--- src/rtl/uart_tx_arbiter.sv ---
// Round-robin, packet-locked arbiter sharing one UART TX byte channel between NUM_REQ requesters.
// A lock is held from grant until the winner's last byte, or until it stalls for TIMEOUT cycles.
module uart_tx_arbiter #(
    parameter int unsigned NUM_REQ = 4,
    parameter int unsigned DATA_W  = 8,
    parameter int unsigned TIMEOUT = 255
) (
    input  logic                         clk,
    input  logic                         reset,
    input  logic [NUM_REQ-1:0]           req_valid,
    input  logic [NUM_REQ*DATA_W-1:0]    req_data,
    input  logic [NUM_REQ-1:0]           req_last,
    output logic [NUM_REQ-1:0]           req_ready,
    output logic                         tx_valid,
    output logic [DATA_W-1:0]            tx_data,
    input  logic                         tx_ready,
    output logic [$clog2(NUM_REQ)-1:0]   grant_id,
    output logic                         busy,
    output logic                         timeout_evt
);

    localparam int unsigned PTR_W   = $clog2(NUM_REQ);
    localparam int unsigned STALL_W = (TIMEOUT > 0) ? $clog2(TIMEOUT + 1) : 1;

    localparam logic [0:0] ST_IDLE   = 1'b0;
    localparam logic [0:0] ST_LOCKED = 1'b1;

    logic [0:0]         state_q,    state_d;
    logic [PTR_W-1:0]   ptr_q,      ptr_d;
    logic [PTR_W-1:0]   grant_q,    grant_d;
    logic [STALL_W-1:0] stall_q,    stall_d;
    logic               tx_valid_q, tx_valid_d;
    logic [DATA_W-1:0]  tx_data_q,  tx_data_d;
    logic               evt_q,      evt_d;

    logic [DATA_W-1:0]  req_bytes [NUM_REQ];
    logic               gnt_valid;
    logic               gnt_last;
    logic [DATA_W-1:0]  gnt_data;
    logic               accept;
    logic               arb_found;
    logic [PTR_W-1:0]   arb_winner;
    logic [PTR_W-1:0]   cand;

    for (genvar g = 0; g < NUM_REQ; g++) begin : g_unpack
        assign req_bytes[g] = req_data[g*DATA_W +: DATA_W];
    end

    assign gnt_valid = req_valid[grant_q];
    assign gnt_last  = req_last[grant_q];
    assign gnt_data  = req_bytes[grant_q];

    // A byte moves only if the output register is empty or draining this cycle.
    assign accept = (state_q == ST_LOCKED) && gnt_valid && (!tx_valid_q || tx_ready) && !reset;

    always_comb begin
        req_ready = '0;
        if (accept) begin
            req_ready[grant_q] = 1'b1;
        end
    end

    // Round-robin search starting one past the last packet owner.
    always_comb begin
        arb_found  = 1'b0;
        arb_winner = ptr_q;
        cand       = '0;
        for (int unsigned i = 1; i <= NUM_REQ; i++) begin
            cand = PTR_W'((32'(ptr_q) + i) % NUM_REQ);
            if (!arb_found && req_valid[cand]) begin
                arb_found  = 1'b1;
                arb_winner = cand;
            end
        end
    end

    always_comb begin
        state_d    = state_q;
        ptr_d      = ptr_q;
        grant_d    = grant_q;
        stall_d    = stall_q;
        tx_valid_d = tx_valid_q;
        tx_data_d  = tx_data_q;
        evt_d      = 1'b0;

        // Output holding register keeps draining regardless of lock state.
        if (accept) begin
            tx_valid_d = 1'b1;
            tx_data_d  = gnt_data;
        end else if (tx_ready) begin
            tx_valid_d = 1'b0;
        end

        case (state_q)
            ST_IDLE: begin
                if (arb_found) begin
                    state_d = ST_LOCKED;
                    grant_d = arb_winner;
                    stall_d = '0;
                end
            end
            ST_LOCKED: begin
                if (accept) begin
                    stall_d = '0;
                    if (gnt_last) begin
                        state_d = ST_IDLE;
                        ptr_d   = grant_q;
                    end
                end else if (!gnt_valid && (TIMEOUT != 0)) begin
                    if (stall_q == STALL_W'(TIMEOUT - 1)) begin
                        state_d = ST_IDLE;
                        ptr_d   = grant_q;
                        stall_d = '0;
                        evt_d   = 1'b1;
                    end else begin
                        stall_d = STALL_W'(stall_q + 1'b1);
                    end
                end
            end
            default: begin
                state_d = ST_IDLE;
            end
        endcase
    end

    always_ff @(posedge clk) begin
        if (reset) begin
            state_q    <= ST_IDLE;
            ptr_q      <= PTR_W'(NUM_REQ - 1);
            grant_q    <= '0;
            stall_q    <= '0;
            tx_valid_q <= 1'b0;
            tx_data_q  <= '0;
            evt_q      <= 1'b0;
        end else begin
            state_q    <= state_d;
            ptr_q      <= ptr_d;
            grant_q    <= grant_d;
            stall_q    <= stall_d;
            tx_valid_q <= tx_valid_d;
            tx_data_q  <= tx_data_d;
            evt_q      <= evt_d;
        end
    end

    assign tx_valid    = tx_valid_q;
    assign tx_data     = tx_data_q;
    assign grant_id    = grant_q;
    assign busy        = (state_q == ST_LOCKED);
    assign timeout_evt = evt_q;

endmodule

--- config.mk ---
export PLATFORM = sky130hd
export DESIGN_NAME = uart_tx_arbiter
export DESIGN_NICKNAME = d
export VERILOG_FILES = /design/src/rtl/uart_tx_arbiter.sv
export SDC_FILE = /design/constraint.sdc
export NUM_CORES = 1
export LEC_CHECK = 0
export CORE_ASPECT_RATIO = 0.6
export CORE_MARGIN = 1
export CORE_UTILIZATION = 38
export DETAILED_ROUTE_END_ITERATION = 7
export HOLD_SLACK_MARGIN = 0.05
export PLACE_DENSITY = 0.78
export SLEW_MARGIN = 10
export SYNTH_ARGS = -nofsm -noshare
export SYNTH_HDL_FRONTEND = slang
export SYNTH_SLANG_ARGS = --single-unit
--- constraint.sdc ---
create_clock -name clk -period 1.68 [get_ports clk]
set_input_delay 0.336 -clock clk [delete_from_list [all_inputs] [get_ports clk]]
set_output_delay 0.336 -clock clk [all_outputs]
set_load 0.03 [all_outputs]
==> results.yml <==
clock_network:
  htree_levels: 1
  cts_root_buf: "clkbuf_8"
  clock_latency_ns: 0.27
  cts_made_buffers: 3
  cts_tree: "built"
  clkTransAtPathRegs_ns: 0.09
  cts.sinks: 23
  clock_path_buffers: 2
die:
  start_util_pct: 41.2
  die_x_um: 80.2
  io_pins: 60
  die_h_um: 48.9
  die_area_mm2: 0.00392
  rows: 16
  core_region_area_mm2: 0.00338
worst_setup_path:
  r2r_start: "grant_id[1]$_SDFFE_PP0P_"
  crit_family: "flip-flops"
  worst-path-max-fanout: 5
  path_class: "flip-flop to output pin"
  cp-start-kind: "flip-flop"
  crit_chain: "mux2i_2 -> o22ai_4 -> and2_4 -> and3_2 -> buf_6"
  worst-path-buf-inv: 1
  crit_arrival_ns: 1.55
  startpoint: "grant_id[1]$_SDFFE_PP0P_"
  cp.required_ns: 1.34
  max_stage_delay_ns: 0.40
  end_kind: "output pin"
  cp_slowest_cell: "dfxtp_4"
final_layout:
  layout_common_cells: "clkdlybuf4s50_1 (48), buf_4 (33), nand2_1 (27), dfxtp_1 (20), a21oi_1 (17)"
  stdcell_area_mm2: 0.00246
  fin_cells: 295
  drive_gt1_share_pct: 31.6
  final_common_cell: "clkdlybuf4s50_1"
  num_antenna_cells: 0
  multi_input_area_mm2: 0.00100
  fillers: 236
  synthToLayoutAreaGrowth_pct: 76.5
  final_nets: 296
  seqCellArea_um2: 469
global_route:
  grt_usage_pct: 24.2
  grt_pass1_wl_um: 7320
  grt.met1_usage_pct: 31.0
  grt_util_met3_pct: 7.85
  grt_max_degree: 14
  grt_use_met2_pct: 39.3
  grt.overflow.total: 0
  grt_pass1_vias: 1587
  grt.busiest_layer: "met2"
  antenna_found_initial: 0
timing:
  worstMarginPinSlew_ns: 0.326
  slew_headroom_pct: 78.2
  finalSetupViolCount: 12
  rsz0062_at_grt: "yes"
  maxSlewViolCount: 0
  clock_skew_ns: 0.00456
  fmax_ghz: 0.530
  hold_violations: 0
  setup_slack_ns: -0.206
  finalCritPeriodShare_pct: 112
  finalCriticalPeriod_ns: 1.89
  setup-tns-final_ns: -1.15
placement:
  dp.final_hpwl_um: 3140
  gp_congestion: 0.867
  portBuffers: 59
  placed_cells: 278
  dpl_cell_area_mm2: 0.00220
logic_synthesis:
  synthesis.nets: 205
  synth_cell_type_count: 35
  yosys_most_used_dff: "dfxtp_1"
  synth_cells: 160
  ys_seq_elements: 23
  synth_top_area_cell: "dfxtp_1"
  synth-edff-count: 0
  synth_top_area_share_pct: 33.1
  async_flop_share_pct: 0
  netlist_area_mm2: 0.00139
  seq_area_frac_synth_pct: 33.1
  synth_area_leaders: "dfxtp_1 (33%), mux4_2 (11%), nand2_1 (7.8%), a21oi_1 (6.8%), mux4_1 (5.7%)"
  yosys_warnings: 0
  synth_area_per_cell_um2: 8.70
route:
  ant_nets: 0
  via_per_inst: 5.49
  drt_iter0_markers: 92
  vias: 1619
  dr.pass1.iters: 4
  drc: 0
  wl_per_cell_um: 15.9
  routed_wl_um: 4700
outcome:
  failed_checks: "setup timing"
  outcome: "complete, but fails checks"
run:
  cap_violations: 0
hold_path:
  hp-start: "tx_data[6]$_SDFFE_PP0P_"
  worstHoldPathType: "flip-flop to flip-flop"
power:
  p_per_area_mw_per_mm2: 604
  ir_worst_vdd_uv: 442
  p_leak_nw: 0.921
-- cells by family after synthesis --
family | Yosys count | share of synthesized area, %
mux | 12 | 18.4
simple gates | 80 | 28.8
fa+ha+maj | 2 | 1.80
buf+inv | 10 | 3.86
compound gates | 33 | 14.0
flops | 23 | 33.1
-- worst min-delay path, cell delays in order, from the launching register on --
cell	delay (ns)
dfxtp_1	0.32
nand2_1	0.05
a21oi_1	0.05
-- synthesized netlist by cell type, types with 2 or more instances --
cell       n
dfxtp_1   23
a21oi_1   19
buf_1      2
nor3_1     6
nor4_1     2
nor2b_1    3
mux4_2     7
mux4_1     3
or2_2      2
nor2_1    13
nand3_1    8
o21ai_1    2
nand2b_1   4
o22ai_1    2
a31oi_1    5
or3_1      3
buf_4      2
a211oi_1   3
ha_1       2
clkbuf_1   3
mux2i_1    2
or4_1      2
and3_1     2
nand2_1   29
-- worst paths after layout --
check / end / slack (ns) / depth (start not counted)
worst min-delay path: tx_data[6]$_SDFFE_PP0P_ / 0.46 / 2
worst min register to register: tx_data[6]$_SDFFE_PP0P_ / 0.46 / 2
worst max register to register: stall_q[1]$_SDFFE_PP0P_ / -0.09 / 7
worst max-delay path: req_ready[3] / -0.21 / 5
-- state kept, by name, indices dropped and copies added, names as in the netlist --
name	flops
busy	1
grant_id	2
ptr_q	2
stall_q	8
timeout_evt	1
tx_data	8
tx_valid	1
-- metal layers --
metal	up-vias	routed length, um
met4	0	36
met2	94	2180
li1	767	-
met5	-	0
met1	754	1970
met3	4	514
-- final cells by class --
type / instances / area share (%)
Multi-Input combinational cell: 127 / 40.9
Timing Repair Buffer: 95 / 35.7
Sequential cell: 23 / 19.1
Tap cell: 45 / 2.29
Clock buffer: 3 / 1.68
Clock inverter: 1 / 0.204
Inverter: 1 / 0.153
-- stage by stage --
| stage | hold slack, ns | utilization (%) | power [mW] | setup slack [ns] |
|---|---|---|---|---|
| floorplan | 0.469 | - | 0.830 | -0.191 |
| global placement | 0.442 | 64.9 | 1.04 | -0.481 |
| detailed placement | 0.446 | 64.9 | 1.05 | -0.534 |
| CTS | 0.458 | 71.1 | 1.44 | -0.195 |
| global route | 0.488 | 72.6 | 1.54 | -0.268 |
| finish | 0.457 | 72.6 | 1.48 | -0.206 |
-- what timing repair did --
item / CTS / global route
setup buffers: 13 / 1
resized for setup: 26 / 9
endpoints found under the setup margin: 18 / 15
hold buffers: 0 / 0
hold endpoints to repair: 0 / 0
pin swaps: 8 / 4
-- where the power goes --
| part | internal, mW | switching [mW] |
|---|---|---|
| registers | 0.568 | 0.0211 |
| clock network | 0.166 | 0.195 |
| logic | 0.300 | 0.234 |
| total | 1.03 | 0.450 |
Note: power is estimated with default switching activity, not from simulation.
